[src/rtl/axis_i2s_tx.sv]
// ---------------------------------------------------------------------------
// axis_i2s_tx
//   AXI-Stream to I2S transmitter (DAC side of the stereo sample stream).
//   Collects one left/right word pair (last=0 then last=1), loads it into the
//   frame registers at the end of every LRCK period and shifts it out MSB
//   first with the standard one-SCLK I2S delay. SCLK = clk/8, LRCK = clk/512,
//   32 SCLK slots per channel, zero padded.
//
// Ports
//   clk           in   system / audio clock (MCLK rate)
//   reset         in   asynchronous active-high reset
//   s_axis_data   in   sample word, two's complement, DATA_WIDTH bits
//   s_axis_valid  in   AXIS valid
//   s_axis_ready  out  AXIS ready (registered)
//   s_axis_last   in   0 = left word, 1 = right word
//   tx_lrck       out  word select: 0 = left, 1 = right
//   tx_sclk       out  serial bit clock
//   tx_sdout      out  serial data, I2S format
//   underrun      out  1-clk pulse: frame started without a complete pair
//   sync_err      out  1-clk pulse: packet framing violation
// ---------------------------------------------------------------------------
module axis_i2s_tx #(
    parameter int DATA_WIDTH = 24
) (
    input  logic                  clk,
    input  logic                  reset,
    input  logic [DATA_WIDTH-1:0] s_axis_data,
    input  logic                  s_axis_valid,
    output logic                  s_axis_ready,
    input  logic                  s_axis_last,
    output logic                  tx_lrck,
    output logic                  tx_sclk,
    output logic                  tx_sdout,
    output logic                  underrun,
    output logic                  sync_err
);

    localparam logic [1:0] ST_FILL_L = 2'd0;
    localparam logic [1:0] ST_FILL_R = 2'd1;
    localparam logic [1:0] ST_FULL   = 2'd2;

    // Left shift that places the sample MSB at bit 30 of a 32-bit slot word.
    localparam int PAD = 31 - DATA_WIDTH;

    logic [8:0]            cnt_q,      cnt_d;
    logic [1:0]            state_q,    state_d;
    logic                  ready_q,    ready_d;
    logic [DATA_WIDTH-1:0] hold_l_q,   hold_l_d;
    logic [DATA_WIDTH-1:0] hold_r_q,   hold_r_d;
    logic [DATA_WIDTH-1:0] frame_l_q,  frame_l_d;
    logic [DATA_WIDTH-1:0] frame_r_q,  frame_r_d;
    logic                  sdout_q,    sdout_d;
    logic                  underrun_q, underrun_d;
    logic                  sync_err_q, sync_err_d;

    logic                  hs_s;
    logic [5:0]            nx_hi_s;
    logic [DATA_WIDTH-1:0] sample_s;
    logic [31:0]           slot_word_s;

    // Input FSM, frame load and next-state of the free-running counter.
    always_comb begin
        cnt_d      = cnt_q + 9'd1;
        state_d    = state_q;
        hold_l_d   = hold_l_q;
        hold_r_d   = hold_r_q;
        frame_l_d  = frame_l_q;
        frame_r_d  = frame_r_q;
        underrun_d = 1'b0;
        sync_err_d = 1'b0;
        hs_s       = s_axis_valid & ready_q;

        if (hs_s) begin
            case (state_q)
                ST_FILL_L: begin
                    if (!s_axis_last) begin
                        hold_l_d = s_axis_data;
                        state_d  = ST_FILL_R;
                    end else begin
                        // Right word without a left word: drop it.
                        sync_err_d = 1'b1;
                    end
                end
                ST_FILL_R: begin
                    if (s_axis_last) begin
                        hold_r_d = s_axis_data;
                        state_d  = ST_FULL;
                    end else begin
                        // Second left word: treat it as the new left sample.
                        hold_l_d   = s_axis_data;
                        sync_err_d = 1'b1;
                    end
                end
                default: begin
                    state_d = state_q;
                end
            endcase
        end else begin
            state_d = state_q;
        end

        // Frame load looks only at the registered state, so a pair completed
        // on this very clock is held for the following frame.
        if (cnt_q == 9'd511) begin
            if (state_q == ST_FULL) begin
                frame_l_d = hold_l_q;
                frame_r_d = hold_r_q;
                state_d   = ST_FILL_L;
            end else begin
                frame_l_d  = '0;
                frame_r_d  = '0;
                underrun_d = 1'b1;
            end
        end else begin
            underrun_d = 1'b0;
        end

        ready_d = (state_d != ST_FULL);
    end

    // Serialiser: pick the bit for the count value that follows this edge.
    always_comb begin
        // Only consulted when cnt_q[2:0]==7, where +1 carries into bit 3.
        nx_hi_s     = cnt_q[8:3] + 6'd1;
        sample_s    = nx_hi_s[5] ? frame_r_q : frame_l_q;
        // Slot 0 carries the I2S delay bit and slots past the sample are zero.
        slot_word_s = 32'({1'b0, sample_s}) << PAD;
        if (cnt_q[2:0] == 3'd7) begin
            // 31 - slot is the bitwise inverse of a 5-bit slot number.
            sdout_d = slot_word_s[~nx_hi_s[4:0]];
        end else begin
            sdout_d = sdout_q;
        end
    end

    // State registers with asynchronous reset.
    always_ff @(posedge clk or posedge reset) begin
        if (reset) begin
            cnt_q      <= 9'd0;
            state_q    <= ST_FILL_L;
            ready_q    <= 1'b1;
            hold_l_q   <= '0;
            hold_r_q   <= '0;
            frame_l_q  <= '0;
            frame_r_q  <= '0;
            sdout_q    <= 1'b0;
            underrun_q <= 1'b0;
            sync_err_q <= 1'b0;
        end else begin
            cnt_q      <= cnt_d;
            state_q    <= state_d;
            ready_q    <= ready_d;
            hold_l_q   <= hold_l_d;
            hold_r_q   <= hold_r_d;
            frame_l_q  <= frame_l_d;
            frame_r_q  <= frame_r_d;
            sdout_q    <= sdout_d;
            underrun_q <= underrun_d;
            sync_err_q <= sync_err_d;
        end
    end

    assign s_axis_ready = ready_q;
    assign tx_lrck      = cnt_q[8];
    assign tx_sclk      = cnt_q[2];
    assign tx_sdout     = sdout_q;
    assign underrun     = underrun_q;
    assign sync_err     = sync_err_q;

endmodule

[config.mk]
export PLATFORM = sky130hd
export DESIGN_NAME = axis_i2s_tx
export DESIGN_NICKNAME = d
export VERILOG_FILES = /design/src/rtl/axis_i2s_tx.sv
export SDC_FILE = /design/constraint.sdc
export NUM_CORES = 1
export LEC_CHECK = 0
export ABC_CLOCK_PERIOD_IN_PS = 6400
export BUFFER_PORTS_ARGS = -buffer_cell sky130_fd_sc_hd__buf_2
export CORE_MARGIN = 10
export CORE_UTILIZATION = 61
export CTS_CLUSTER_SIZE = 8
export DETAILED_ROUTE_END_ITERATION = 8
export PLACE_DENSITY = 0.84
export REMOVE_ABC_BUFFERS = 1
export SLEW_MARGIN = 20
export SYNTH_ARGS = -nofsm -noshare
export SYNTH_HDL_FRONTEND = slang
export SYNTH_SLANG_ARGS = --single-unit
[constraint.sdc]
create_clock -name clk -period 6.4 [get_ports clk]
set_input_delay 0.64 -clock clk [delete_from_list [all_inputs] [get_ports clk]]
set_output_delay 0.64 -clock clk [all_outputs]
set_load 0.05 [all_outputs]
==> results of run 1 <==
==> registers in the layout, indices dropped and copies added (netlist names) <==
register,cells
sync_err,1
frame_l_q,24
s_axis_ready,1
underrun,1
state_q,2
cnt_q,9
frame_r_q,24
tx_sdout,1
hold_r_q,24
hold_l_q,24
==> synth_stat cells (4+ instances only) <==
| master | instances |
|---|---|
| a22o_1 | 42 |
| dfrtp_1 | 110 |
| ha_1 | 4 |
| nand2_1 | 14 |
| nand4_1 | 4 |
| mux2_2 | 50 |
| nor3_1 | 4 |
| nand3_1 | 10 |
| clkbuf_1 | 7 |
| mux2i_1 | 5 |
| nand2b_1 | 5 |
| and3_1 | 4 |
| buf_2 | 6 |
| xnor2_1 | 8 |
| xor2_1 | 4 |
| inv_1 | 11 |
| o21ai_0 | 12 |
| buf_6 | 4 |
| nor2_1 | 13 |
| a21oi_1 | 11 |
==> layer usage <==
layer	GRT usage	part of all wire	wire [um]
met2	0.291	0.50	5020
met5	0	0	0
met3	0.0310	0.039	385
met1	0.230	0.44	4420
met4	0.0613	0.016	159
==> final timing paths <==
| path | slack [ns] | cells after the start | endpoint | startpoint |
|---|---|---|---|---|
| worst max-delay path | 3.36 | 8 | frame_l_q[10] | cnt_q[3] |
| worst max register to register | 3.36 | 8 | frame_l_q[10] | cnt_q[3] |
| worst min register to register | 0.49 | 1 | cnt_q[0] | cnt_q[0] |
| max in group asynchronous | 5.16 | 3 | cnt_q[6] | reset |
| worst min-delay path | 0.19 | 2 | hold_l_q[9] | reset |
| min in group clk | 0.49 | 1 | cnt_q[0] | cnt_q[0] |
==> logic make-up after synthesis <==
group | Yosys count | share of synthesized area
buffers and inverters | 34 | 0.0351
xor gates and xnor gates | 12 | 0.0214
adders and majority gates | 4 | 0.0102
AOI/OAI and AO/OA | 99 | 0.163
DFF | 111 | 0.566
muxes | 55 | 0.125
and+or+nand+nor | 71 | 0.0800
==> final cells by class <==
cell class	instances	area (um2)
fill	605	2460
timing repair buffer	37	199
sequential	111	2780
clock buffer	10	128
multi-input combinational	241	1970
inverter	13	51.3
tap	102	128
clock inverter	6	60.1
==> critical path, delay by kind of cell (launching register included) <==
family / cells / cell delay (ns)
adder cells (fa/ha/maj): 1 / 0.31
flip-flops: 1 / 0.73
buffers and inverters: 1 / 0.43
AND/OR/NAND/NOR: 5 / 1.36
AO/OA/AOI/OAI: 1 / 0.09
==> through the flow <==
stage	util	setup slack [ns]	cells	area (um2)	hold slack (ns)
finish	0.684	3.36	520	5310	0.190
global route	0.684	3.06	520	5310	0.195
CTS	0.683	2.99	520	5310	0.184
detailed placement	0.659	3.01	504	5120	0.473
global placement	0.659	3.21	504	5120	0.461
floorplan	-	2.83	365	4790	0.443
==> power by group through the flow <==
stage | sequential, mW | clock [mW] | combinational [mW]
finish | 0.968 | 0.403 | 0.283
global route | 0.989 | 0.436 | 0.312
CTS | 0.969 | 0.407 | 0.288
detailed placement | 0.984 | 0 | 0.287
global placement | 0.971 | 0 | 0.270
floorplan | 0.963 | 0 | 0.212
==> layout by cell type (no fill, tap or decap), types with 4 or more instances in the layout <==
cell type / instances
buf_2: 33
a21oi_1: 11
xnor2_1: 8
xor2_1: 4
nor2_1: 11
and3_1: 4
o21ai_0: 12
mux2_2: 50
clkbuf_8: 9
a22o_1: 42
nand4_1: 4
mux2i_1: 5
nand2_1: 14
inv_1: 10
nand2b_1: 5
nand3_1: 10
ha_1: 4
dfrtp_1: 110
nor3_1: 4
==> qor.txt, run 1 <==
outcome: finished clean
Final Slew Violations: 0
first-pass GRT wire length: 16700 um
vias per cell: 6.07
initial antenna violation count: 0
ys flop type: dfrtp_1
Rows: 32
Slew @ Worst Pin: 0.927 ns
CP Launch Type: register
starting density of the core: 0.633
hold_buf cts: 0
Switching Fraction: 0.283
area leader, netlist: dfrtp_1
Routed Antenna Nets: 0
Distinct cells, synth: 60
largest net degree at the start of global routing: 91
DR DRC count: 0
die area: 12000 um2
Synth async-reset ratio: 1.00
HP Class: primary input to asynchronous set/reset pin
sequential element share of the synthesized area: 0.566
Post-CTS Resized: 0
Worst slew margin: 0.382
Cells after Synth: 386
Sw Pwr: 0.468 mW
Slowest-stage cell, CP: dfrtp_1
# clock sinks: 111
Chip Width: 110 um
Power Total: 1.65 mW
Seq pwr share: 0.585
Crit Path Max Fanout: 34
Detailed Route Iter0 Violations: 226
CP Capture Type: register
TritonCTS buffer count: 9
syn avg cell area: 12.7 um2
Setup CP Type: register to register
number of global-route vias before repair: 3361
port bufs: 33
Core Area: 7770 um2
Tmin final: 3.04 ns
DR pass1 iterations: 4
crit path DAT: 3.33 ns
die height: 110 um
worst skew pair latency: 0.37 ns
Fmax: 0.329 GHz
setup tns final: 0 ns
CTS Buffer Depth: 2
Total Routing Usage GR: 0.176
Syn-to-layout area delta: 8.10%
CTS tree: done
number of synthesized flops with an enable pin: 0
power share of the clock group: 0.244
vias post-DR: 3158
yosys warns: 0
CP Cell Sequence: nand2_4 -> nor2_1 -> and3_1 -> ha_1 -> and3_1 -> buf_4 -> nand2_1 -> o21ai_0
cell mode on critical path: and3_1
Netlist Area Pre-Place: 4910 um2
final setup fails: 0
Pleak: 2.35 nW
RSZ-0062 raised after global routing: no
slowest stage delay, CP: 0.73 ns
Area contributors post-synth: dfrtp_1 56%, mux2_2 11%, a22o_1 7.5%
global placer's final weighted congestion: 0.879
worst vdd ir: 0.238 mV
Internal: 1.19 mW
top cell type's share of synthesized area: 0.560
ANT cells: 0
Gate power share: 0.171
grt total ovfl: 0
skew final: 0.0135 ns
Final period util: 0.475
Final Hold Fails: 0
CP required: 6.69 ns
Clk pin slew, worst setup/hold paths: 0.11 ns
H-tree Lvls: 3
share of layout cells above drive strength 1: 0.282
Detailed Route WL: 9990 um
postcts setup bufs: 0
number of max-cap violations: 0
Root Driver: clkbuf_8
# nets final: 445
routed len/inst: 19.2 um
synthesized flop and latch total: 111
DP Wirelength: 7090 um
Pwr Density: 311 nW/um2
IO Count: 34
No activity file was read; power rests on OpenSTA's default activity.
==> inputs of run 2 (changes only) <==
--- a/config.mk
+++ b/config.mk
@@ -5,13 +5,13 @@
 export SDC_FILE = /design/constraint.sdc
 export NUM_CORES = 1
 export LEC_CHECK = 0
-export ABC_CLOCK_PERIOD_IN_PS = 6400
+export ABC_CLOCK_PERIOD_IN_PS = 2500
 export BUFFER_PORTS_ARGS = -buffer_cell sky130_fd_sc_hd__buf_2
 export CORE_MARGIN = 10
-export CORE_UTILIZATION = 61
+export CORE_UTILIZATION = 54
 export CTS_CLUSTER_SIZE = 8
 export DETAILED_ROUTE_END_ITERATION = 8
-export PLACE_DENSITY = 0.84
+export PLACE_DENSITY = 0.79
 export REMOVE_ABC_BUFFERS = 1
 export SLEW_MARGIN = 20
 export SYNTH_ARGS = -nofsm -noshare
==> constraint.sdc (replaced) <==
create_clock -name clk -period 2.5 [get_ports clk]
set_input_delay 0.25 -clock clk [delete_from_list [all_inputs] [get_ports clk]]
set_output_delay 0.25 -clock clk [all_outputs]
set_load 0.05 [all_outputs]
==> run 2 against run 1 <==
Final cell count increased by 4.0%. Critical path depth is 1 lower. Largest power group unchanged. Sequential power rose to 2.5 times the previous value. Worst setup slack lost 3.1 ns. Power grew to 2.6 times the previous value. Hold slack worse by 0.084 ns. Register-to-register slack got worse by 3.1 ns. Clock-buffer cell count is the same. Clock power grew to 2.6 times the previous value. Cell area up 2.8%. Non-clock buffer count increased by 15. Routed wire length down 0.96%.
==> qor.txt, run 2 (synthesis gave the netlist of run 1 again) <==
postcts setup bufs: 0 (unchanged)
skew final: 0.0106 ns (-0.00283 ns)
# clock sinks: 111 (unchanged)
number of max-cap violations: 0 (unchanged)
CP Capture Point: tx_sdout
DP Wirelength: 7260 um (+2.4%)
design area: 5460 um2 (+2.8%)
CP Launch Type: register
worst vdd ir: 0.627 mV (+160%)
Tmin final: 2.27 ns (-0.771 ns)
starting density of the core: 0.558 (-0.0746)
Pwr Density: 772 nW/um2 (+150%)
DR pass1 iterations: 4 (unchanged)
CTS tree: done
Crit Path Max Fanout: 15 (-56%)
dpl cells: 524 (+4.0%)
Final Hold Fails: 0 (unchanged)
Fmax: 0.441 GHz (+34%)
RSZ-0062 raised after global routing: no
Slew @ Worst Pin: 0.533 ns (-0.394 ns)
CTS Buffer Depth: 2 (unchanged)
Slowest-stage cell, CP: a2111oi_0
port bufs: 33 (unchanged)
Clk pin slew, worst setup/hold paths: 0.11 ns (about the same)
number of global-route vias before repair: 3324 (-1.1%)
Total Routing Usage GR: 0.157 (-0.0194)
worst skew pair latency: 0.38 ns (about the same)
routed len/inst: 18.3 um (-4.8%)
power share of the clock group: 0.245 (about the same)
CP Cell Sequence: buf_4 -> and2_1 -> a21oi_4 -> a2111oi_0 -> a2111oi_1 -> o32ai_1 -> a221oi_2
Final period util: 0.906 (+0.432)
Final Slew Violations: 0 (unchanged)
setup tns final: 0 ns (unchanged)
Syn-to-layout area delta: 11.1%
TritonCTS buffer count: 9 (unchanged)
final setup fails: 0 (unchanged)
Pleak: 2.42 nW (+3.1%)
Gate power share: 0.172 (about the same)
Worst slew margin: 0.640 (+0.258)
R2R Setup Slk: 0.23 ns (-3.13 ns)
most frequent cells in the layout: 108 x dfrtp_1, 50 x mux2_2, 42 x a22o_1, 33 x buf_2, 16 x buf_4
Core Area: 8810 um2 (+13%)
vias per cell: 6.02 (-0.90%)
Detailed Route Iter0 Violations: 180 (-20%)
crit path DAT: 2.52 ns (-0.81 ns)
IO Count: 34 (unchanged)
Sw Pwr: 1.17 mW (+150%)
outcome: finished clean
Seq pwr share: 0.583 (-0.002)
Internal: 3.05 mW (+160%)
Routed Antenna Nets: 0 (unchanged)
grt total ovfl: 0 (unchanged)
Util after Layout: 0.620 (-0.0637)
# nets final: 460 (+3.4%)
CP Capture Type: register
slowest stage delay, CP: 0.49 ns (-0.24 ns)
Rows: 34 (+6.3%)
Worst Setup SP: cnt_q[3]
global placer's final weighted congestion: 0.939 (+6.9%)
worst r2r path cells: 7 (-1)
first-pass GRT wire length: 16800 um (+0.70%)
Chip Width: 115 um (+5.1%)
DP Area: 5260 um2 (+2.7%)
die height: 115 um (+5.1%)
Switching Fraction: 0.278 (-0.00488)
fill cell count: 697 (+15%)
leading cell type in the layout, fill and taps excluded: dfrtp_1
vias post-DR: 3256 (+3.1%)
Detailed Route WL: 9890 um (-0.96%)
Setup CP Type: register to register
reg2reg start: cnt_q[3]
die area: 13300 um2 (+11%)
Worst R2R End: tx_sdout
Power Total: 4.22 mW (+160%)
CP required: 2.75 ns (-3.94 ns)
share of layout cells above drive strength 1: 0.307 (+0.0249)
Root Driver: clkbuf_8
initial antenna violation count: 0 (unchanged)
largest net degree at the start of global routing: 49 (-46%)
HP Class: primary input to register
H-tree Lvls: 3 (unchanged)
DR DRC count: 0 (unchanged)
Layout Cells excl Fill: 541 (+4.0%)
ANT cells: 0 (unchanged)
## run 2: changes by cell type in the layout (fill, tap and decap cells not counted), moves of 2 or more
cell,change
inv_8,-2
buf_4,+13
dfrtp_2,+2
dfrtp_1,-2
buf_12,+2
## run 2: worst min path at each step
| stage | slack [ns] | end | cells past startpoint | from |
|---|---|---|---|---|
| 6_report | 0.11 | hold_l_q[2] | 2 | s_axis_data[2] |
| 5_1_grt | 0.09 | hold_r_q[7] | 2 | s_axis_data[7] |
| 4_1_cts | 0.09 | hold_l_q[2] | 2 | s_axis_data[2] |
| 3_5_place_dp | 0.33 | hold_r_q[19] | 2 | reset |
| 3_3_place_gp | 0.32 | hold_r_q[19] | 2 | reset |
| 2_1_floorplan | 0.40 | hold_r_q[0] | 1 | s_axis_data[0] |
## run 2: layout make-up
class	count	area (um2)	area share
Sequential cell	111	2780	0.509
Multi-Input combinational cell	241	1970	0.360
Timing Repair Buffer	52	335	0.0614
Tap cell	108	135	0.0247
Clock buffer	10	128	0.0234
Clock inverter	6	62.6	0.0115
Inverter	13	51.3	0.00940
## run 2: power by group through the flow
stage / clock network, mW / logic (mW) / registers (mW)
3_5_place_dp: 0 / 0.737 / 2.50
3_3_place_gp: 0 / 0.705 / 2.49
2_1_floorplan: 0 / 0.543 / 2.47
5_1_grt: 1.13 / 0.798 / 2.52
4_1_cts: 1.06 / 0.741 / 2.46
6_report: 1.03 / 0.727 / 2.46
## run 2: critical path, delay by kind of cell, from the launching register on
family	cells	cell delay (ns)
AOI/OAI and AO/OA	5	1.17
and+or+nand+nor	1	0.37
DFF	1	0.36
buffers and inverters	1	0.23
## run 2: timing repair
item,in CTS,in global routing
gates resized for setup,0,2
hold buffers,1,0
endpoints found under the setup margin,0,2
endpoints found under the hold margin,39,0
## run 2: metrics by stage
| stage | setup slack [ns] | hold slack, ns |
|---|---|---|
| after CTS | 0.199 | 0.0935 |
| after global placement | 0.286 | 0.322 |
| after floorplan | -0.679 | 0.402 |
| after global routing | 0.0361 | 0.0933 |
| after detailed placement | 0.228 | 0.328 |
| final | 0.234 | 0.106 |
## run 2: metal layers
metal | vias to the layer above | part of all wire | track usage | routed length (um)
met5 | - | 0 | 0 | 0
met4 | 0 | 0.0090 | 0.0372 | 89
met3 | 10 | 0.047 | 0.0380 | 468
met2 | 73 | 0.47 | 0.248 | 4700
met1 | 1653 | 0.47 | 0.214 | 4640
li1 | 1520 | - | - | -
==> inputs of run 3 (changes only) <==
--- a/config.mk
+++ b/config.mk
@@ -8,10 +8,11 @@
 export ABC_CLOCK_PERIOD_IN_PS = 2500
 export BUFFER_PORTS_ARGS = -buffer_cell sky130_fd_sc_hd__buf_2
 export CORE_MARGIN = 10
-export CORE_UTILIZATION = 54
+export CORE_UTILIZATION = 56
+export CTS_BUF_LIST = sky130_fd_sc_hd__clkbuf_4
 export CTS_CLUSTER_SIZE = 8
 export DETAILED_ROUTE_END_ITERATION = 8
-export PLACE_DENSITY = 0.79
+export PLACE_DENSITY = 0.82
 export REMOVE_ABC_BUFFERS = 1
 export SLEW_MARGIN = 20
 export SYNTH_ARGS = -nofsm -noshare
==> run 3 against run 2 <==
Non-clock buffer count grew 22. Sequential share of layout area shrank 1.6 points. Clock-buffer cell count is the same. Fmax shrank 1.1%. Cell area grew 3.1%. Utilization grew 3.2 points. Flip-flop and latch count is the same. Hold slack lost 0.034 ns. Combinational power grew 4.0%. Clock skew grew 0.0061 ns. Critical path depth is the same. Critical path type unchanged. Highest routed layer unchanged.
==> qor.txt, run 3 (synthesis gave the netlist of run 1 again) <==
skew final: 0.0168 ns (+0.00614 ns)
share of layout cells above drive strength 1: 0.288 (-0.0192)
power share of the clock group: 0.209 (-0.036)
CTS tree: done
most frequent cells in the layout: 109 x dfrtp_1, 50 x mux2_2, 42 x a22o_1, 33 x buf_2, 25 x dlygate4sd3_1
number of global-route vias before repair: 3468 (+4.3%)
outcome: finished clean
RSZ-0062 raised after global routing: no
Gate power share: 0.186 (+0.014)
Detailed Route Iter0 Violations: 219 (+22%)
leading cell type in the layout, fill and taps excluded: dfrtp_1
global placer's final weighted congestion: 0.912 (-2.9%)
Switching Fraction: 0.284 (+0.00632)
R2R Setup Slk: 0.21 ns (-0.03 ns)
CP required: 2.85 ns (+0.10 ns)
Worst slew margin: 0.637 (-0.00348)
number of max-cap violations: 0 (unchanged)
die area: 12900 um2 (-3.0%)
final setup fails: 0 (unchanged)
Pwr Density: 723 nW/um2 (-6.3%)
Pleak: 2.49 nW (+3.0%)
vias post-DR: 3371 (+3.5%)
# nets final: 482 (+4.8%)
setup tns final: 0 ns (unchanged)
DP Wirelength: 7290 um (+0.39%)
ANT cells: 0 (unchanged)
Crit Path Max Fanout: 9 (-6)
Sw Pwr: 1.16 mW (-1.2%)
Detailed Route WL: 10100 um (+2.5%)
Tmin final: 2.29 ns (+0.0263 ns)
DR DRC count: 0 (unchanged)
HP Class: primary input to register
design area: 5630 um2 (+3.1%)
Power Total: 4.07 mW (-3.4%)
vias per cell: 5.99 (-0.51%)
Core Area: 8640 um2 (-1.9%)
Chip Width: 114 um (-1.5%)
IO Count: 34 (unchanged)
Setup CP Type: register to register
DR pass1 iterations: 4 (unchanged)
worst skew pair latency: 0.48 ns (+0.10 ns)
CTS Buffer Depth: 2 (unchanged)
# clock sinks: 111 (unchanged)
Total Routing Usage GR: 0.163 (+0.00584)
Util after Layout: 0.652 (+0.0318)
routed len/inst: 18.0 um (-1.5%)
Clk pin slew, worst setup/hold paths: 0.17 ns (+0.06 ns)
largest net degree at the start of global routing: 50 (+2.0%)
worst vdd ir: 0.531 mV (-15%)
H-tree Lvls: 3 (unchanged)
TritonCTS buffer count: 9 (unchanged)
Rows: 34 (unchanged)
final hold slack: 0.0718 ns (-0.0344 ns)
die height: 114 um (-1.5%)
Syn-to-layout area delta: 14.6%
initial antenna violation count: 0 (unchanged)
Internal: 2.91 mW (-4.3%)
Fmax: 0.436 GHz (-1.1%)
Final Hold Fails: 0 (unchanged)
DP Area: 5240 um2 (-0.29%)
CP Capture Type: register
Root Driver: clkbuf_4
fill cell count: 662 (-5.0%)
first-pass GRT wire length: 17200 um (+2.3%)
grt total ovfl: 0 (unchanged)
crit path DAT: 2.65 ns (+0.13 ns)
port bufs: 33 (unchanged)
Routed Antenna Nets: 0 (unchanged)
CP Launch Type: register
Seq pwr share: 0.605 (+0.022)
starting density of the core: 0.569 (+0.0110)
Slew @ Worst Pin: 0.541 ns (+0.00810 ns)
Final period util: 0.917 (+0.0105)
Final Slew Violations: 0 (unchanged)
postcts setup bufs: 0 (unchanged)
## run 3: cell count changes in the layout (fill, tap and decap cells not counted), sizes merged
| cell | change |
|---|---|
| buf | -2 |
| inv | +1 |
| dlygate4sd3 | +24 |
| clkinv | -1 |
## run 3: metrics by stage
stage               std cells  setup WS, ns
global placement          522         0.142
floorplan                 365        -0.679
global route              563        0.0474
detailed placement        522         0.187
CTS                       562         0.130
finish                    563         0.208
## run 3: what timing repair did
| item | in CTS | in global routing |
|---|---|---|
| endpoints found under the setup margin | 0 | 1 |
| hold buffers | 24 | 1 |
| hold endpoints to repair | 78 | 2 |
| gates resized for setup | 0 | 1 |
## run 3: final timing paths
kind                             startpoint            end  depth (start not counted)
worst min-delay path            s_axis_last       sync_err                          3
worst max-delay path               cnt_q[3]       tx_sdout                          7
min in group asynchronous             reset   hold_r_q[17]                          3
worst min register to register     cnt_q[0]       cnt_q[0]                          1
max in group asynchronous             reset  frame_l_q[22]                          4
worst max register to register     cnt_q[3]       tx_sdout                          7
## run 3: final cells by class
class,instances,area (um2),share of cell area
Clock buffer,10,75.1,0.0133
Clock inverter,6,60.1,0.0107
Inverter,13,51.3,0.00911
Multi-Input combinational cell,241,1970,0.349
Sequential cell,111,2780,0.494
Tap cell,108,135,0.0240
Timing Repair Buffer,74,561,0.0996
## run 3: power groups by stage
stage	Sequential, mW	Clock (mW)	Combinational, mW
6_report	2.47	0.851	0.756
5_1_grt	2.52	0.951	0.833
4_1_cts	2.47	0.891	0.765
3_5_place_dp	2.51	0	0.737
3_3_place_gp	2.48	0	0.693
2_1_floorplan	2.47	0	0.543
## run 3: critical path, cell delays in order, from the launching register on
cell and delay (ns):
dfrtp_1 0.42, ha_1 0.35, buf_4 0.19, nand2b_1 0.13
a211oi_1 0.44, a2111oi_4 0.10, a2111oi_1 0.44, a221oi_2 0.13
## run 3: layer usage
metal	routed length (um)	GRT usage
met5	0	0
met2	5020	0.263
met4	155	0.0423
met1	4470	0.213
met3	493	0.0409
